### config.mk
export PLATFORM = sky130hd
export DESIGN_NAME = trng_postproc_flat
export DESIGN_NICKNAME = d
export VERILOG_FILES = /design/src/rtl/trng_postproc_if.sv /design/src/rtl/trng_postproc.sv /design/src/flat_wrapper.sv
export SDC_FILE = /design/constraint.sdc
export NUM_CORES = 1
export LEC_CHECK = 0
export CELL_PAD_IN_SITES_DETAIL_PLACEMENT = 0
export CELL_PAD_IN_SITES_GLOBAL_PLACEMENT = 1
export CORE_AREA = 5 5 76 78
export DETAILED_ROUTE_END_ITERATION = 10
export DIE_AREA = 0 0 81 83
export PLACE_DENSITY_LB_ADDON = 0.1
export SLEW_MARGIN = 5
export SYNTH_ARGS = -nofsm -noshare
export SYNTH_HDL_FRONTEND = slang
export SYNTH_SLANG_ARGS = --single-unit
### constraint.sdc
create_clock -name clk -period 6.15 [get_ports clk]
set_input_delay 1.23 -clock clk [delete_from_list [all_inputs] [get_ports clk]]
set_output_delay 1.23 -clock clk [all_outputs]
set_load 0.05 [all_outputs]
### src/rtl/trng_postproc_if.sv
// Stream interface of the TRNG post-processor: raw sample input, byte output and status.
// The slave modport is the post-processor; the master modport is the sampler/consumer side.
interface trng_postproc_if;
    logic       raw_bit;
    logic       raw_valid;
    logic       out_ready;
    logic [7:0] out_byte;
    logic       out_valid;
    logic       health_fail;
    logic [7:0] drop_cnt;

    modport master (
        output raw_bit, raw_valid, out_ready,
        input  out_byte, out_valid, health_fail, drop_cnt
    );

    modport slave (
        input  raw_bit, raw_valid, out_ready,
        output out_byte, out_valid, health_fail, drop_cnt
    );
endinterface

### src/rtl/trng_postproc.sv
// Von Neumann debiaser, repetition-count health test and LSB-first byte packer for RO samples.
// Define TRNG_APT_EN to also build the adaptive-proportion health test.
module trng_postproc #(
    parameter int unsigned REP_CUTOFF = 16,
    parameter int unsigned APT_WINDOW = 64,
    parameter int unsigned APT_CUTOFF = 48
) (
    input  logic              clk,
    input  logic              rst_n,
    trng_postproc_if.slave    bus
);
    typedef enum logic [1:0] {StPairA, StPairB, StFail} state_e;

    state_e     state_q, state_d;
    logic       a_q, a_d;
    logic [7:0] shift_q, shift_d;
    logic [2:0] bit_cnt_q, bit_cnt_d;
    logic [7:0] rep_cnt_q, rep_cnt_d;
    logic       last_q, last_d;
    logic [7:0] out_byte_q, out_byte_d;
    logic       out_valid_q, out_valid_d;
    logic       fail_q, fail_d;
    logic [7:0] drop_q, drop_d;
    logic       sample, emit, byte_done, rep_trip, apt_trip;

    assign sample = bus.raw_valid && (state_q != StFail);

`ifdef TRNG_APT_EN
    localparam int unsigned AptW = $clog2(APT_WINDOW + 1);

    logic [AptW-1:0] apt_pos_q, apt_pos_d, apt_cnt_q, apt_cnt_d;
    logic            apt_ref_q, apt_ref_d;

    always_comb begin
        apt_pos_d = apt_pos_q;
        apt_cnt_d = apt_cnt_q;
        apt_ref_d = apt_ref_q;
        if (sample) begin
            if (apt_pos_q == '0) begin
                apt_ref_d = bus.raw_bit;
                apt_cnt_d = AptW'(1);
                apt_pos_d = AptW'(1);
            end else begin
                if (bus.raw_bit == apt_ref_q) apt_cnt_d = apt_cnt_q + AptW'(1);
                apt_pos_d = (apt_pos_q == AptW'(APT_WINDOW - 1)) ? '0 : apt_pos_q + AptW'(1);
            end
        end
    end

    assign apt_trip = sample && (apt_cnt_d == AptW'(APT_CUTOFF));

    always_ff @(posedge clk) begin
        if (rst_n) begin
            apt_pos_q <= '0;
            apt_cnt_q <= '0;
            apt_ref_q <= 1'b0;
        end else begin
            apt_pos_q <= apt_pos_d;
            apt_cnt_q <= apt_cnt_d;
            apt_ref_q <= apt_ref_d;
        end
    end
`else
    logic unused_apt_params;
    assign unused_apt_params = ^{APT_WINDOW, APT_CUTOFF};
    assign apt_trip = 1'b0;
`endif

    always_comb begin
        state_d     = state_q;
        a_d         = a_q;
        shift_d     = shift_q;
        bit_cnt_d   = bit_cnt_q;
        rep_cnt_d   = rep_cnt_q;
        last_d      = last_q;
        out_byte_d  = out_byte_q;
        out_valid_d = out_valid_q;
        fail_d      = fail_q;
        drop_d      = drop_q;
        emit        = 1'b0;

        // Counter is 0 only straight after reset, so the first sample always lands on 1.
        if (sample) begin
            last_d    = bus.raw_bit;
            rep_cnt_d = (rep_cnt_q == 8'd0 || bus.raw_bit != last_q) ? 8'd1 : rep_cnt_q + 8'd1;
        end
        rep_trip = sample && (rep_cnt_d == 8'(REP_CUTOFF));

        unique case (state_q)
            StPairA: begin
                if (sample) begin
                    a_d     = bus.raw_bit;
                    state_d = StPairB;
                end
            end
            StPairB: begin
                if (sample) begin
                    state_d = StPairA;
                    emit    = (bus.raw_bit != a_q);
                end
            end
            StFail:  state_d = StFail;
            default: state_d = StPairA;
        endcase

        if (emit) begin
            shift_d   = {a_q, shift_q[7:1]};
            bit_cnt_d = bit_cnt_q + 3'd1;
        end
        byte_done = emit && (bit_cnt_q == 3'd7);

        if (out_valid_q && bus.out_ready) out_valid_d = 1'b0;
        if (byte_done) begin
            if (!out_valid_q || bus.out_ready) begin
                out_byte_d  = shift_d;
                out_valid_d = 1'b1;
            end else if (drop_q != 8'hff) begin
                drop_d = drop_q + 8'd1;
            end
        end

        // A health failure overrides any byte completing or being dropped this cycle.
        if (rep_trip || apt_trip) begin
            state_d     = StFail;
            fail_d      = 1'b1;
            out_valid_d = 1'b0;
            out_byte_d  = 8'h00;
            drop_d      = drop_q;
        end
    end

    always_ff @(posedge clk) begin
        if (rst_n) begin
            state_q     <= StPairA;
            a_q         <= 1'b0;
            shift_q     <= 8'h00;
            bit_cnt_q   <= 3'd0;
            rep_cnt_q   <= 8'd0;
            last_q      <= 1'b0;
            out_byte_q  <= 8'h00;
            out_valid_q <= 1'b0;
            fail_q      <= 1'b0;
            drop_q      <= 8'h00;
        end else begin
            state_q     <= state_d;
            a_q         <= a_d;
            shift_q     <= shift_d;
            bit_cnt_q   <= bit_cnt_d;
            rep_cnt_q   <= rep_cnt_d;
            last_q      <= last_d;
            out_byte_q  <= out_byte_d;
            out_valid_q <= out_valid_d;
            fail_q      <= fail_d;
            drop_q      <= drop_d;
        end
    end

    assign bus.out_byte    = out_byte_q;
    assign bus.out_valid   = out_valid_q;
    assign bus.health_fail = fail_q;
    assign bus.drop_cnt    = drop_q;
endmodule

### src/flat_wrapper.sv
// flat-port wrapper written by rule: the top's interface ports become plain ports
module trng_postproc_flat 
#(
    parameter int unsigned REP_CUTOFF = 16,
    parameter int unsigned APT_WINDOW = 64,
    parameter int unsigned APT_CUTOFF = 48
)
  (clk, rst_n, bus_raw_bit, bus_raw_valid, bus_out_ready, bus_out_byte, bus_out_valid, bus_health_fail, bus_drop_cnt);
  trng_postproc_if bus_i ();
  input  logic clk;
  input  logic rst_n;
  input wire logic [$bits(bus_i.raw_bit)-1:0] bus_raw_bit;
  input wire logic [$bits(bus_i.raw_valid)-1:0] bus_raw_valid;
  input wire logic [$bits(bus_i.out_ready)-1:0] bus_out_ready;
  output wire logic [$bits(bus_i.out_byte)-1:0] bus_out_byte;
  output wire logic [$bits(bus_i.out_valid)-1:0] bus_out_valid;
  output wire logic [$bits(bus_i.health_fail)-1:0] bus_health_fail;
  output wire logic [$bits(bus_i.drop_cnt)-1:0] bus_drop_cnt;
  assign bus_i.raw_bit = bus_raw_bit;
  assign bus_i.raw_valid = bus_raw_valid;
  assign bus_i.out_ready = bus_out_ready;
  assign bus_out_byte = bus_i.out_byte;
  assign bus_out_valid = bus_i.out_valid;
  assign bus_health_fail = bus_i.health_fail;
  assign bus_drop_cnt = bus_i.drop_cnt;
  trng_postproc #(.REP_CUTOFF(REP_CUTOFF), .APT_WINDOW(APT_WINDOW), .APT_CUTOFF(APT_CUTOFF)) u_core (.clk(clk), .rst_n(rst_n), .bus(bus_i));
endmodule
==> key figures <==
Status
  • Status: finished, final reports clean

Synth
  • Combinational family with the most area after synthesis: simple AND/OR/NAND/NOR gates
  • Synth top cells by count: dfxtp_1 (41), nor2_1 (39), mux2i_1 (12)
  • Seq/Total Area, Yosys: 42.9%
  • Post-synth net total: between 200 and 250
  • Mux contribution to synthesized area: 8.24%
  • Top-count cell post-synth: dfxtp_1
  • Synth Area in Compound Gates: a little under an eighth
  • Synth top area share: about 43%
  • Post-synth EDFFs: 0
  • Most used flip-flop cell after synthesis: dfxtp_1
  • Asr flop ratio synth: 0%
  • Mean Syn Cell Area: 9.33 um2
  • Post-synthesis simple-gate area fraction: roughly a quarter
  • Adder-cell share of the synthesized area: between 3 and 4%
  • Synth top area cells: dfxtp_1 (43%), nor2_1 (7.7%), mux2i_1 (6.3%), a211oi_1 (3.5%), ha_1 (3.3%)
  • Register bit count reported by yosys: 41
  • Post-synthesis xor/xnor area fraction: between 5 and 6%
  • Ys Warns: 0
  • Synthesized cell area: between 0.0015 and 0.002 mm2
  • Synth cell types: 46
  • Post-Synthesis Cells: slightly above 200
  • Synth area leader: dfxtp_1

Drt
  • Max Used Layer: met4
  • # DRC: 0
  • WL met3: about 150 um
  • Vias per cell: 5.05
  • Post-Route WL: 3.98 mm
  • Vias: 1490
  • Remaining antenna violation count: 0
  • WL/cell: around 13 um
  • Drt first pass iters: 4
  • WL met1: 1.96 mm
  • Met2 wire length: ~1.8 mm
  • 1st-iter DRT viols: 64

Finish
  • P&R area growth vs syn: 17.7%
  • Util after Layout: roughly 45%
  • Nets: about 230
  • Post-route cell area: 0.00225 mm2
  • Antenna fix cells: 0
  • Proportion of layout cells with a drive suffix above 1: around 7.6%

Clock network
  • Worst-path clk slew: ~0.08 ns
  • CTS tree: built
  • # H-tree levels: 2
  • Clock buffer depth: 2
  • TritonCTS Buffers: 5
  • Post-cts resize count: 0
  • Worst-Skew Late Latency: around 0.28 ns
  • Post-CTS setup buffer count: 0
  • CTS Hold Bufs: 0
  • Root Buffer: clkbuf_8
  • Clock Sink Count: between 40 and 50

GRT
  • Antenna violations before repair: 0
  • Pin count of the biggest net entering global routing: 31
  • Gr usage total: about an eighth
  • Overflow after GRT: 0
  • Vias in the first global route: between 1000 and 1500
  • Wire length of the first global-routing pass: about 6.7 mm

Timing
  • Final setup fails: 0
  • Slew Limit Fails: 0
  • Fin. Hold Viols: 0
  • Layout Skew: approximately 0.0035 ns
  • Final Cycle Share: between 50 and 60%
  • Worst-margin pin slew: ~1.1 ns
  • Fin Hold WS: ~0.48 ns
  • Final Critical Period: roughly 3.7 ns
  • Fmax: about 0.27 GHz
  • RSZ-0062 raised after global routing: false
  • Worst slew margin: 27.3%
  • Post-route setup TNS: 0 ns

Pwr
  • VDD IR max: about 0.00013 V
  • Switching Power: roughly 0.11 mW
  • Leak: between 0.7 and 0.8 nW
  • Internal power: approximately 0.36 mW
  • Design Power: around 0.47 mW
  • Reg power frac: 57.6%
  • Clock Power Share: a little under two fifths
  • Pwr Density: 209 mW/mm2
  • Combinational share of power: about 5.2%
  • Sw frac: between 20% and 30%

Hold path
  • Hold Crit Class: register to register
  • Hold Path Origin: u_core.last_q

Setup path
  • Setup crit start kind: input pin
  • Worst EP required: ~6.4 ns
  • CP endpoint kind: register
  • WS Path Type: input pin to register
  • Worst Path Arrival: 3.88 ns
  • Worst R2R Start: u_core.rep_cnt_q[0]
  • Worst-path fanout max: 14
  • Crit path launch: bus_raw_bit

Die
  • Die footprint: 0.00672 mm2
  • Die Wd: between 80 and 90 um
  • # IOs: 23
  • Initial Util: roughly two fifths
  • Cell Rows: 26
  • DIE HEIGHT: 83 um
  • Core Region: around 0.0050 mm2

Job
  • Max cap viols: 0

Placement
  • GP Congestion: a little over 0.8
  • Dpl hpwl: 2.74 mm
  • Number of port buffers: 22
  • Dpl cell area: 0.00216 mm2
## flip-flops by register name, summed over array words and instances, names as in the netlist
signal	flops
u_core.rep_cnt_q	8
u_core.bus.out_valid	1
u_core.bus.drop_cnt	8
u_core.shift_q	8
u_core.bus.health_fail	1
u_core.state_q	2
u_core.bit_cnt_q	3
u_core.a_q	1
u_core.last_q	1
u_core.bus.out_byte	8
## power groups by stage
stage | clock network [mW] | registers (mW) | logic [mW]
2_1_floorplan | 0 | 0.277 | 0.0185
3_3_place_gp | 0 | 0.277 | 0.0241
3_5_place_dp | 0 | 0.278 | 0.0249
4_1_cts | 0.183 | 0.271 | 0.0250
5_1_grt | 0.193 | 0.272 | 0.0276
6_report | 0.175 | 0.271 | 0.0246
## cells in the final DEF (no fill, tap or decap), drive strengths merged, types with 2 or more instances in the layout
master	instances
and3	2
o21ai	3
ha	5
nor2b	4
clkinvlp	2
o41ai	2
a211oi	9
or4b	2
nand3	7
xor2	4
nand2	12
inv	3
xnor2	7
nand2b	3
mux2	3
or3	2
nor3b	2
clkdlybuf4s50	22
dfxtp	41
clkbuf	6
mux2i	12
nor3	6
a21oi	9
and2	2
nand4	2
nor2	39
## cell type report
class	instances	area (um2)
clock buffers	6	72.6
clock inverters	2	15.0
fillers	508	2760
inverters	3	11.3
multi-input cells	151	1020
flip-flops and latches	41	821
well taps	70	87.6
repair buffers	22	220
## worst paths after layout
| kind | cells after the start | endpoint | slack (ns) |
|---|---|---|---|
| worst max-delay path | 7 | u_core.bus.drop_cnt[5] | 2.47 |
| worst min-delay path | 2 | u_core.last_q | 0.48 |
| worst max register to register | 8 | u_core.bus.out_byte[3] | 3.44 |
| worst min register to register | 2 | u_core.last_q | 0.48 |
## cells by family (layout without fill, tap and decap cells)
kind of cell               count (synthesis)  count (layout)
AOI/OAI and AO/OA                         30              30
xor gates and xnor gates                  11              11
adders and majority gates                  5               5
buffers and inverters                     13              33
DFF                                       41              41
muxes                                     15              15
and+or+nand+nor                           90              90
## per-stage QoR
step | setup slack [ns] | cells
2_1_floorplan | 3.42 | 205
3_3_place_gp | 2.36 | 287
3_5_place_dp | 2.21 | 287
4_1_cts | 2.48 | 295
5_1_grt | 2.23 | 295
6_report | 2.47 | 295
## routing by layer
layer  GRT usage [%]  up-vias
li1                -      757
met1            16.7      708
met2            18.5       23
met3            3.57        2
met4            4.76        0
met5               0        -
## worst max-delay path, cell delays in order
cell and delay (ns):
clkdlybuf4s50_1 0.57, xor2_1 0.17, and4b_2 0.52, o2111ai_1 0.50, nor2_1 0.28, or4b_1 0.46
a21oi_1 0.15
(Power assumes the default switching activity.)
